File: src/rtl/alu_pkt_rx.sv
// Serial packet receiver for an ALU front end.
// Frames are zero or more data packets followed by one command packet.
// Each packet is 11 bits, MSB first: start(0), type, 8 payload bits, stop(1).
// A completed command packet publishes operands, opcode and an error code
// through a valid/ready holding register; results arriving while the
// register is still occupied are dropped and flagged as an overrun.
//
// state  | meaning
// IDLE   | line idle, waiting for a start bit
// SHIFT  | collecting type, payload and stop bits of a packet
// RESYNC | stop bit was 0, waiting for the line to return high
module alu_pkt_rx #(
  parameter int          OPW     = 32,
  parameter int          NOPS    = 2,
  parameter logic [7:0]  OP_MASK = 8'b0011_0011
) (
  input  logic                 clk,
  input  logic                 rst_n,
  input  logic                 sin,
  output logic [NOPS*OPW-1:0]  ops_o,
  output logic [2:0]           op_o,
  output logic [1:0]           err_o,
  output logic                 valid_o,
  input  logic                 ready_i,
  output logic                 frame_err_o,
  output logic                 overrun_o
);

  localparam int         W  = NOPS * OPW;
  localparam logic [5:0] NB = 6'(W / 8);

  typedef enum logic [1:0] {IDLE, SHIFT, RESYNC} state_t;

  state_t       state_q, state_d;
  logic [3:0]   bit_cnt_q;
  logic [8:0]   pkt_q;
  logic [3:0]   bcnt_q;
  logic [3:0]   crc_q;
  logic         in_frame_q;
  logic [W-1:0] sh_q;

  logic         last_bit, pkt_ok, pkt_bad, data_done, cmd_done;
  logic [3:0]   crc_data, crc_cmd;
  logic [1:0]   err_d;
  logic [W+7:0] sh_cat;
  logic [W-1:0] sh_next;

  function automatic logic [3:0] crc_step(input logic [3:0] c, input logic b);
    logic fb;
    fb = c[3] ^ b;
    return {c[2:0], 1'b0} ^ (fb ? 4'b0011 : 4'b0000);
  endfunction

  assign last_bit  = (state_q == SHIFT) && (bit_cnt_q == 4'd10);
  assign pkt_ok    = last_bit && sin;
  assign pkt_bad   = last_bit && !sin;
  assign data_done = pkt_ok && !pkt_q[8];
  assign cmd_done  = pkt_ok && pkt_q[8];
  assign sh_cat    = {sh_q, pkt_q[7:0]};
  assign sh_next   = in_frame_q ? sh_cat[W-1:0] : W'(pkt_q[7:0]);

  // CRC advanced over a whole data byte, and over the {1, OP} command tail
  always_comb begin
    crc_data = crc_q;
    for (int i = 7; i >= 0; i--) crc_data = crc_step(crc_data, pkt_q[i]);
    crc_cmd = crc_step(crc_q, 1'b1);
    for (int i = 6; i >= 4; i--) crc_cmd = crc_step(crc_cmd, pkt_q[i]);
  end

  // Error decision for a completing command, highest priority first
  always_comb begin
    err_d = 2'b00;
    if ({2'b00, bcnt_q} != NB)        err_d = 2'b01;
    else if (crc_cmd != pkt_q[3:0])   err_d = 2'b10;
    else if (!OP_MASK[pkt_q[6:4]])    err_d = 2'b11;
  end

  // Packet FSM state register
  always_ff @(posedge clk or negedge rst_n) begin
    if (!rst_n) state_q <= IDLE;
    else        state_q <= state_d;
  end

  // Packet FSM next-state logic
  always_comb begin
    state_d = state_q;
    case (state_q)
      IDLE:    if (!sin) state_d = SHIFT;
      SHIFT:   if (bit_cnt_q == 4'd10) state_d = sin ? IDLE : RESYNC;
      RESYNC:  if (sin) state_d = IDLE;
      default: state_d = IDLE;
    endcase
  end

  // Bit counter and packet shift register
  always_ff @(posedge clk or negedge rst_n) begin
    if (!rst_n) begin
      bit_cnt_q <= 4'd0;
      pkt_q     <= 9'd0;
    end else if (state_q == IDLE && !sin) begin
      bit_cnt_q <= 4'd1;
    end else if (state_q == SHIFT) begin
      bit_cnt_q <= bit_cnt_q + 4'd1;
      if (bit_cnt_q <= 4'd9) pkt_q <= {pkt_q[7:0], sin};
    end
  end

  // Frame accumulation: byte count, running CRC and operand shift register
  always_ff @(posedge clk or negedge rst_n) begin
    if (!rst_n) begin
      bcnt_q      <= 4'd0;
      crc_q       <= 4'd0;
      in_frame_q  <= 1'b0;
      sh_q        <= '0;
      frame_err_o <= 1'b0;
    end else begin
      frame_err_o <= pkt_bad;
      if (pkt_bad || cmd_done) begin
        bcnt_q     <= 4'd0;
        crc_q      <= 4'd0;
        in_frame_q <= 1'b0;
      end else if (data_done) begin
        if (bcnt_q != 4'd15) bcnt_q <= bcnt_q + 4'd1;
        crc_q      <= crc_data;
        sh_q       <= sh_next;
        in_frame_q <= 1'b1;
      end
    end
  end

  // Result holding register with valid/ready handshake and overrun flag
  always_ff @(posedge clk or negedge rst_n) begin
    if (!rst_n) begin
      valid_o   <= 1'b0;
      ops_o     <= '0;
      op_o      <= 3'd0;
      err_o     <= 2'b00;
      overrun_o <= 1'b0;
    end else if (cmd_done && (!valid_o || ready_i)) begin
      valid_o <= 1'b1;
      ops_o   <= in_frame_q ? sh_q : '0;
      op_o    <= pkt_q[6:4];
      err_o   <= err_d;
    end else if (cmd_done) begin
      overrun_o <= 1'b1;
    end else if (valid_o && ready_i) begin
      valid_o <= 1'b0;
    end
  end

endmodule

File: config.mk
export PLATFORM = sky130hd
export DESIGN_NAME = alu_pkt_rx
export DESIGN_NICKNAME = d
export VERILOG_FILES = /design/src/rtl/alu_pkt_rx.sv
export SDC_FILE = /design/constraint.sdc
export NUM_CORES = 1
export LEC_CHECK = 0
export BUFFER_PORTS_ARGS = -buffer_cell sky130_fd_sc_hd__buf_2
export CORE_UTILIZATION = 60
export DETAILED_ROUTE_END_ITERATION = 10
export PLACE_DENSITY_LB_ADDON = 0.08
export SETUP_SLACK_MARGIN = 0.4
export SYNTH_ARGS = -nofsm -noshare
export SYNTH_HDL_FRONTEND = slang
export SYNTH_SLANG_ARGS = --single-unit
File: constraint.sdc
create_clock -name clk -period 4.11 [get_ports clk]
set_clock_uncertainty 0.1 [all_clocks]
set_input_delay 0 -clock clk [delete_from_list [all_inputs] [get_ports clk]]
set_output_delay 0 -clock clk [all_outputs]
set_load 0.05 [all_outputs]
==> run summary <==
outcome -> complete, no violations
top routing layer in use -> met4
CTS sink count -> 160
antenna violations before repair -> 0
Post-synth ARST share -> 1.00
Critical Path Fanout Max -> 63
CP Launch Type -> flop
Antenna Cells -> 0
H-tree depth -> 4
post-route setup slack -> 1.20 ns
Arr. time, crit path -> 3.25 ns
Root Driver -> clkbuf_8
reg2reg path depth -> 9
Clock Latency Late Sink -> 0.53 ns
GRT Resource Usage Total -> 0.261
antenna violation net count after detailed routing -> 0
leading area contributor after synthesis -> dfrtp_1
Hold Crit Class -> in -> reg
YS warnings -> 0
EDFF count, synth -> 0
worst ir drop on vdd -> 547 µV
max-slew violations -> 0
number of I/O pins -> 76
die height -> 105 µm
first-pass GRT wire length -> 22300 µm
router iterations before antenna repair -> 5
DRC viols -> 0
port bufs -> 75
Vias/cell -> 5.39
vias in the first global route -> 4592
RSZ-0062 raised after global routing -> no
Reg2Reg Capture Point -> ops_o[48]
final wirelength -> 13100 µm
fmax -> 343 MHz
clock tree buffer depth -> 2
Yosys reg bits -> 160
Total Neg Setup Slack -> 0 ns
RD Place Congestion -> 0.782
largest net degree at the start of global routing -> 124
synth top area cells -> dfrtp_1 62%, nand2_1 13%, o21ai_0 10%
Slew @ Worst Pin -> 1.10 ns
CTS tree -> done
Post-Syn Instances -> 638
core area -> 10300 µm²
via count -> 4597
Crit. End Element -> flop
static leakage -> 3.66 nW
met2 routed WL -> 6530 µm
register area share after synthesis -> 0.625
Crit Path Category -> reg -> reg
Cells after DPL -> 816
worst r2r src -> bit_cnt_q[0]
DRT iter0 DRCs -> 294
Die Wd -> 105 µm
top_reg_cell synth -> dfrtp_1
syn nets -> 648
final period utilization -> 0.709
relative slew slack -> 0.263
Setup WS pre-CTS -> 1.22 ns
mapped cell area -> 6410 µm²
WL/cell -> 15.4 µm
most common cell in the synthesized netlist -> nand2_1
final hold viol count -> 0
top cells by count, synth -> 224 x nand2_1, 160 x dfrtp_1, 128 x o21ai_0, 23 x clkbuf_1, 15 x buf_2
Max-Cap Viols -> 0
crit path from -> bit_cnt_q[0]
fraction of final layout cells sized beyond drive strength 1 -> 0.184
num rows -> 37
Layout Cells excl Fill -> 853
critical path required time -> 4.45 ns
met3 wire len -> 450 µm
post-synth top area share -> 0.625
GR Overflow Total -> 0
HPWL after DPL -> 8080 µm
CTS buffer count -> 17
Reg clk slew, reported paths -> 0.06 ns
worst setup path end -> ops_o[48]
Net count, final -> 714
Synth-to-Final Area Change -> 17.7%
FF-to-FF setup slack -> 1.20 ns
Starting Density -> 0.621
Power Density -> 657 nW/µm²
met1 WL -> 5870 µm
Power Total -> 4.95 mW
setup violators final -> 0
total die area -> 11100 µm²
post-route minimum period -> 2.91 ns
Post-Synthesis Mean Instance Area -> 10.0 µm²
post-synth cell types -> 40
[worst min path at each step]
stage	startpoint	endpoint	cells past startpoint
floorplan	rst_n	bcnt_q[0]	0
global placement	rst_n	sh_q[60]	1
detailed placement	rst_n	ops_o[50]	1
CTS	sin	state_q[1]	3
global route	sin	state_q[1]	3
finish	sin	state_q[1]	3
[cell families after synthesis]
logic type / count (synthesis) / share of synthesized area
simple gates: 252 / 0.159
flops: 160 / 0.625
compound gates: 145 / 0.119
buf+inv: 45 / 0.0293
xor+xnor: 16 / 0.0324
mux: 14 / 0.0244
fa+ha+maj: 6 / 0.0117
[sequential cells by signal, indices dropped and copies added, names as in the netlist]
name,cells
frame_err_o,1
in_frame_q,1
crc_q,4
ops_o,64
overrun_o,1
op_o,3
bit_cnt_q,4
state_q,2
bcnt_q,4
err_o,2
pkt_q,9
sh_q,64
valid_o,1
[critical path, cell delays in order, from the launching register on]
cell     delay [ns]
dfrtp_1        0.43
inv_1          0.10
ha_1           0.20
and3b_1        0.21
and2_1         0.23
nand4_4        0.34
buf_4          0.54
buf_4          0.43
nand2_1        0.12
o21ai_0        0.10
[cell usage in the layout (no fill, tap or decap), drive strengths merged]
cell / count
and3b: 2
nand3b: 1
o31ai: 1
mux2i: 1
ha: 6
o311ai: 1
clkbuf: 23
xnor3: 2
buf: 81
nor2: 7
nand4: 1
o211ai: 1
a21o: 1
nand2: 224
o41ai: 1
nand2b: 4
or2b: 1
xor2: 4
and2: 1
nand3: 4
clkinv: 4
o22ai: 1
o21bai: 1
or3: 1
dlygate4sd3: 4
nor3: 2
mux2: 13
o21ai: 129
xnor2: 8
bufinv: 4
a22o: 3
dfrtp: 160
nand4b: 1
nor2b: 3
a21oi: 6
inv: 8
xor3: 2
[layer usage]
layer,global-route usage,vias to the layer above
li1,-,2233
met1,0.344,2257
met2,0.418,88
met3,0.0581,19
met4,0.114,0
met5,0,-
[where the power goes]
part           internal, mW  total, mW  switching (mW)
sequential             1.77       2.02           0.250
combinational         0.567       1.27           0.707
clock                  1.05       1.66           0.606
total                  3.39       4.95            1.56
[metrics by stage]
| step | area, µm² | hold WS, ns | utilization |
|---|---|---|---|
| after floorplan | 6410 | -0.396 | - |
| after global placement | 6850 | -0.0262 | 0.663 |
| after detailed placement | 6850 | -0.0197 | 0.663 |
| after CTS | 7540 | 0.194 | 0.731 |
| after global routing | 7540 | 0.253 | 0.731 |
| final | 7540 | 0.200 | 0.731 |
[what timing repair did]
item,CTS,global route
gates resized for setup,0,0
hold buffers,5,0
hold endpoints to repair,109,0
setup buffers,0,0
[cell type report]
cell class / count / area (µm²)
Tap cell: 136 / 170
Timing Repair Buffer: 85 / 487
Fill cell: 752 / 2780
Inverter: 7 / 26.3
Multi-Input combinational cell: 433 / 2220
Sequential cell: 160 / 4010
Clock inverter: 9 / 153
Clock buffer: 23 / 477
Power figures use the tool's default switching activity.
